**src/rtl/stack_arbiter.sv**
```systemverilog
// Round-robin arbiter/sequencer between two requesters and one 8-deep stack.
// It drives the stack strobes, captures pop data and returns ack/err per transaction.
module stack_arbiter #(
   parameter int DW = 4
) (
   input  logic          clk,
   input  logic          rstN,
   input  logic          req0,
   input  logic          req1,
   input  logic          op0,
   input  logic          op1,
   input  logic [DW-1:0] wdata0,
   input  logic [DW-1:0] wdata1,
   output logic          ack0,
   output logic          ack1,
   output logic [DW-1:0] rdata,
   output logic          err,
   output logic          busy,
   output logic          owner,
   output logic          stk_push,
   output logic          stk_pop,
   output logic [DW-1:0] stk_data_in,
   input  logic [DW-1:0] stk_data_out,
   input  logic          stk_full,
   input  logic          stk_empty
);

   typedef enum logic [2:0] {IDLE, PUSH, POP, CAPT, RESP} state_t;

   state_t        state, state_nx;
   logic          err_q, last;
   logic [DW-1:0] wd_q;
   logic          any_req, win, win_op, win_refuse;

   // On a tie the requester that did not win last time gets the stack.
   always_comb begin
      any_req    = req0 | req1;
      win        = (req0 & req1) ? ~last : req1;
      win_op     = win ? op1 : op0;
      win_refuse = win_op ? stk_empty : stk_full;
   end

   always_ff @(posedge clk or negedge rstN) begin
      if (!rstN) state <= IDLE;
      else       state <= state_nx;
   end

   // Strobes and ack come only from the state register, so reset kills them at once.
   always_comb begin
      state_nx = state;
      stk_push = 1'b0;
      stk_pop  = 1'b0;
      ack0     = 1'b0;
      ack1     = 1'b0;
      err      = 1'b0;
      case (state)
         IDLE: if (any_req) state_nx = win_refuse ? RESP : (win_op ? POP : PUSH);
         PUSH: begin
            stk_push = 1'b1;
            state_nx = RESP;
         end
         POP: begin
            stk_pop  = 1'b1;
            state_nx = CAPT;
         end
         CAPT: state_nx = RESP;
         RESP: begin
            ack0     = ~owner;
            ack1     = owner;
            err      = err_q;
            state_nx = IDLE;
         end
         default: state_nx = IDLE;
      endcase
   end

   assign busy        = (state != IDLE);
   assign stk_data_in = wd_q;

   // The granted op is carried by the PUSH/POP state itself, so no op register is kept.
   always_ff @(posedge clk or negedge rstN) begin
      if (!rstN) begin
         owner <= 1'b0;
         wd_q  <= '0;
         err_q <= 1'b0;
         last  <= 1'b1;
         rdata <= '0;
      end else begin
         if (state == IDLE && any_req) begin
            owner <= win;
            wd_q  <= win ? wdata1 : wdata0;
            err_q <= win_refuse;
            last  <= win;
         end
         if (state == CAPT) rdata <= stk_data_out;
      end
   end

endmodule

```
**config.mk**
```make
export PLATFORM = sky130hd
export DESIGN_NAME = stack_arbiter
export DESIGN_NICKNAME = d
export VERILOG_FILES = /design/src/rtl/stack_arbiter.sv
export SDC_FILE = /design/constraint.sdc
export NUM_CORES = 1
export LEC_CHECK = 0
export BUFFER_PORTS_ARGS = -buffer_cell sky130_fd_sc_hd__buf_2
export CORE_ASPECT_RATIO = 0.6
export CORE_MARGIN = 2
export CORE_UTILIZATION = 30
export CTS_CLUSTER_SIZE = 12
export DETAILED_ROUTE_END_ITERATION = 8
export PLACE_DENSITY = 0.63
export SKIP_LAST_GASP = 1
export SYNTH_ARGS = -nofsm -noshare
export SYNTH_HDL_FRONTEND = slang
export SYNTH_SLANG_ARGS = --single-unit
```
**constraint.sdc**
```tcl
create_clock -name clk -period 1.3 [get_ports clk]
set_input_delay 0.065 -clock clk [delete_from_list [all_inputs] [get_ports clk]]
set_output_delay 0.065 -clock clk [all_outputs]
set_load 0.1 [all_outputs]
```
==> impl_metrics.prom <==
# TYPE chip_impl_metric gauge
chip_impl_info{name="most_frequent_cells_in_the_layout",value="28 x sky130_fd_sc_hd__buf_2, 15 x sky130_fd_sc_hd__mux2_2, 13 x sky130_fd_sc_hd__buf_4"} 1
chip_impl_info{name="tritoncts",value="done"} 1
chip_impl_metric{name="drt-initial-drc-count",unit=""} 20
chip_impl_metric{name="synth_xor_xnor_area_share",unit=""} 0
chip_impl_info{name="timing.hold.worst.class",value="input port to flip-flop"} 1
chip_impl_metric{name="drt-vias-per-instance",unit=""} 4.532
chip_impl_metric{name="synth_sequential_area_ratio",unit=""} 0.4878
chip_impl_metric{name="timing.final.hold_violations",unit=""} 0
chip_impl_metric{name="fin_skew",unit="ps"} 2.368
chip_impl_info{name="crit_path_top_delay_cell",value="sky130_fd_sc_hd__dfrtp_2"} 1
chip_impl_info{name="clock_tree.root_cell",value="sky130_fd_sc_hd__clkbuf_8"} 1
chip_impl_metric{name="finish.net_count",unit=""} 130
chip_impl_metric{name="synth_area",unit="um^2"} 720.7
chip_impl_metric{name="die_height",unit="um"} 41.97
chip_impl_metric{name="slew-limit-headroom",unit=""} 0.6780
chip_impl_metric{name="maxClockFrequency",unit="GHz"} 0.7156
chip_impl_metric{name="synth.ff_latch_count",unit=""} 14
chip_impl_metric{name="drcViolationCount",unit=""} 0
chip_impl_metric{name="postLayoutSetupSlackWorst",unit="ps"} -97.50
chip_impl_metric{name="grt_pass1_vias",unit=""} 604
chip_impl_metric{name="synth_cell_type_count",unit=""} 21
chip_impl_metric{name="grt_antenna_before_repair",unit=""} 0
chip_impl_info{name="crit_end",value="err"} 1
chip_impl_metric{name="final.min_clock_period",unit="ps"} 1397
chip_impl_metric{name="drt-total-wl",unit="mm"} 1.757
chip_impl_metric{name="num_rows",unit=""} 13
chip_impl_info{name="r2r-end",value="stk_data_in[0]"} 1
chip_impl_metric{name="clock_latency",unit="ps"} 250
chip_impl_metric{name="syn_avg_cell_area",unit="um^2"} 12.64
chip_impl_metric{name="crit_cells",unit=""} 4
chip_impl_info{name="failing_checks",value="setup timing"} 1
chip_impl_metric{name="final-setup-viol-count",unit=""} 13
chip_impl_info{name="cp_cell_sequence",value="nor3b_2 -> buf_4 -> and2_2 -> buf_12"} 1
chip_impl_metric{name="total_number_of_h_tree_levels",unit=""} 1
chip_impl_metric{name="cp_num_buf_inv",unit=""} 2
chip_impl_metric{name="cts-buffers-inserted",unit=""} 3
chip_impl_metric{name="detail-route-antenna-nets",unit=""} 0
chip_impl_metric{name="worst-endpoint-arrival",unit="ps"} 1330
chip_impl_metric{name="dp_cells",unit=""} 126
chip_impl_metric{name="timing.final.max_slew_violations",unit=""} 0
chip_impl_info{name="synth_top_family_by_area",value="multiplexers"} 1
chip_impl_metric{name="grt_remaining_overflow",unit=""} 0
chip_impl_info{name="cpLargestDelayFamily",value="flip-flops"} 1
chip_impl_metric{name="post-dp-hpwl",unit="mm"} 1.304
chip_impl_info{name="critical_path_start_end_classification",value="flip-flop to primary output"} 1
chip_impl_metric{name="die_w",unit="um"} 67.28
chip_impl_metric{name="num_antenna_cells",unit=""} 0
chip_impl_metric{name="post_drt_wl_per_cell",unit="um"} 12.64
chip_impl_info{name="r2r-start",value="last"} 1
chip_impl_metric{name="first_pass_grt_wire_length",unit="mm"} 2.911
chip_impl_info{name="critical_path.endpoint_type",value="primary output"} 1
chip_impl_metric{name="worst_slew_pin_slew",unit="ps"} 486.3
chip_impl_metric{name="initial_core_util",unit=""} 0.3258
chip_impl_metric{name="period_share",unit=""} 1.075
chip_impl_metric{name="io_pins",unit=""} 35
chip_impl_metric{name="grt_usage",unit=""} 0.1405
chip_impl_metric{name="max-cap-violations",unit=""} 0
chip_impl_metric{name="floorplan_core_area",unit="um^2"} 2212
chip_impl_metric{name="dr.pass1.iters",unit=""} 4
chip_impl_metric{name="final-instance-count-excl-fill",unit=""} 139
chip_impl_metric{name="synth_simple_gate_area_share",unit=""} 0.1128
chip_impl_metric{name="floorplan.die_area",unit="um^2"} 2823
chip_impl_metric{name="synth-compound-area-share",unit=""} 0.08507
chip_impl_metric{name="crit_path_max_fanout",unit=""} 4
chip_impl_metric{name="layout-area-overhead-vs-synth",unit="%"} 75.35
chip_impl_info{name="run_status",value="finished with violations"} 1
chip_impl_metric{name="timing.critical_path.required",unit="ps"} 1240
chip_impl_metric{name="postSynthCellCount",unit=""} 57
chip_impl_metric{name="clkSinkCount",unit=""} 14
chip_impl_metric{name="port-buffer-count",unit=""} 34
chip_impl_info{name="layout_commonest_cell",value="sky130_fd_sc_hd__buf_2"} 1
chip_impl_metric{name="place.gp.congestion",unit=""} 0.8333
chip_impl_metric{name="grt_start_max_net_pins",unit=""} 15
chip_impl_metric{name="path_clk_slew",unit="ps"} 60
chip_impl_metric{name="synth_fp_nets",unit=""} 77
chip_impl_metric{name="synth_adder_area_share",unit=""} 0
chip_impl_metric{name="worst-r2r-setup-slack",unit="ps"} -90
chip_impl_metric{name="via_count",unit=""} 630
chip_impl_metric{name="timing.reg2reg.worst_path_depth",unit=""} 3
chip_impl_metric{name="yosys_warning_total",unit=""} 0
chip_impl_metric{name="max_stage_delay",unit="ps"} 430
chip_impl_metric{name="mux_cell_area_share_after_synthesis",unit=""} 0.2760
chip_impl_metric{name="max-clock-path-buffers",unit=""} 2
chip_impl_info{name="critPathLaunch",value="state[2]"} 1
chip_impl_info{name="crit_path_start_kind",value="flip-flop"} 1
chip_impl_metric{name="layout_cells_sized_above_1",unit=""} 0.7890
chip_impl_metric{name="fillCellCount",unit=""} 198
chip_impl_info{name="grt_setup_unrepaired",value="yes"} 1
[cells in the mapped netlist]
| master | instances | share of area |
|---|---|---|
| sky130_fd_sc_hd__nor3_4 | 1 | 0.023 |
| sky130_fd_sc_hd__and2_1 | 2 | 0.017 |
| sky130_fd_sc_hd__a32oi_1 | 2 | 0.024 |
| sky130_fd_sc_hd__nor2_1 | 2 | 0.010 |
| sky130_fd_sc_hd__nor3b_1 | 1 | 0.010 |
| sky130_fd_sc_hd__o21bai_1 | 1 | 0.010 |
| sky130_fd_sc_hd__a21boi_2 | 1 | 0.016 |
| sky130_fd_sc_hd__buf_2 | 1 | 0.0069 |
| sky130_fd_sc_hd__inv_1 | 4 | 0.021 |
| sky130_fd_sc_hd__or3_2 | 1 | 0.010 |
| sky130_fd_sc_hd__dfrtp_1 | 13 | 0.45 |
| sky130_fd_sc_hd__nor2b_1 | 1 | 0.0087 |
| sky130_fd_sc_hd__dfstp_2 | 1 | 0.036 |
| sky130_fd_sc_hd__nand2_1 | 1 | 0.0052 |
| sky130_fd_sc_hd__nand2b_1 | 2 | 0.017 |
| sky130_fd_sc_hd__o31ai_1 | 1 | 0.010 |
| sky130_fd_sc_hd__nand3b_1 | 1 | 0.010 |
| sky130_fd_sc_hd__mux2i_1 | 3 | 0.042 |
| sky130_fd_sc_hd__mux2_2 | 15 | 0.23 |
| sky130_fd_sc_hd__buf_4 | 1 | 0.010 |
| sky130_fd_sc_hd__o41ai_1 | 2 | 0.024 |
[cell families after synthesis]
family                 Yosys count
AOI/OAI and AO/OA                7
and+or+nand+nor                 12
DFF                             14
muxes                           18
buffers and inverters            6
[registers in the layout (all words and copies together), names as in the netlist]
register / count
err_q: 1
last: 1
owner: 1
rdata: 4
state: 3
stk_data_in: 4
[final cells by class]
type / instances / area, um^2 / area share
inverters: 4 / 18.77 / 0.01485
flip-flops and latches: 14 / 356.6 / 0.2822
clock buffers: 4 / 55.05 / 0.04356
well taps: 30 / 37.54 / 0.02970
multi-input cells: 37 / 405.4 / 0.3208
repair buffers: 50 / 390.4 / 0.3089
[stage by stage]
step                area (um^2)  setup TNS [ps]    util  hold WS, ps  setup WS, ps
floorplan                 762.0          -427.9       -       -230.6        -72.25
global placement           1085          -333.0  0.4904       -22.32        -67.93
detailed placement         1085          -579.6  0.4904       -13.90        -118.5
CTS                        1244          -748.5  0.5622        25.39        -98.42
global route               1264           -1531  0.5713        31.15        -138.1
finish                     1264          -713.0  0.5713        27.20        -97.50
[routing by layer]
metal,wire length [um],vias to the layer above,GRT usage
met4,0,0,0.02449
met1,775,293,0.1743
li1,-,310,-
met2,814,27,0.2277
met5,0,-,0
met3,167,0,0.06233
[repair_timing]
action                                  4_1_cts  5_1_grt
hold buffers                                  1        0
setup buffers                                 6        2
pin swaps                                     3        2
endpoints found under the hold margin        14        0
endpoints found under the setup margin       13       19
gates cloned                                  0        0
resized for setup                            14        2
[worst min path at each step]
| stage | startpoint | to | slack, ps | cells after the start |
|---|---|---|---|---|
| after CTS | stk_full | state[0] | 30 | 2 |
| final | stk_full | state[0] | 30 | 2 |
| after floorplan | rstN | err_q | -230 | 0 |
| after detailed placement | rstN | rdata[2] | -10 | 1 |
| after global routing | stk_full | state[0] | 30 | 2 |
| after global placement | rstN | rdata[0] | -20 | 1 |
Power is not shown: default switching activity piles up to over one toggle a cycle in this logic, so the estimate is an artifact.
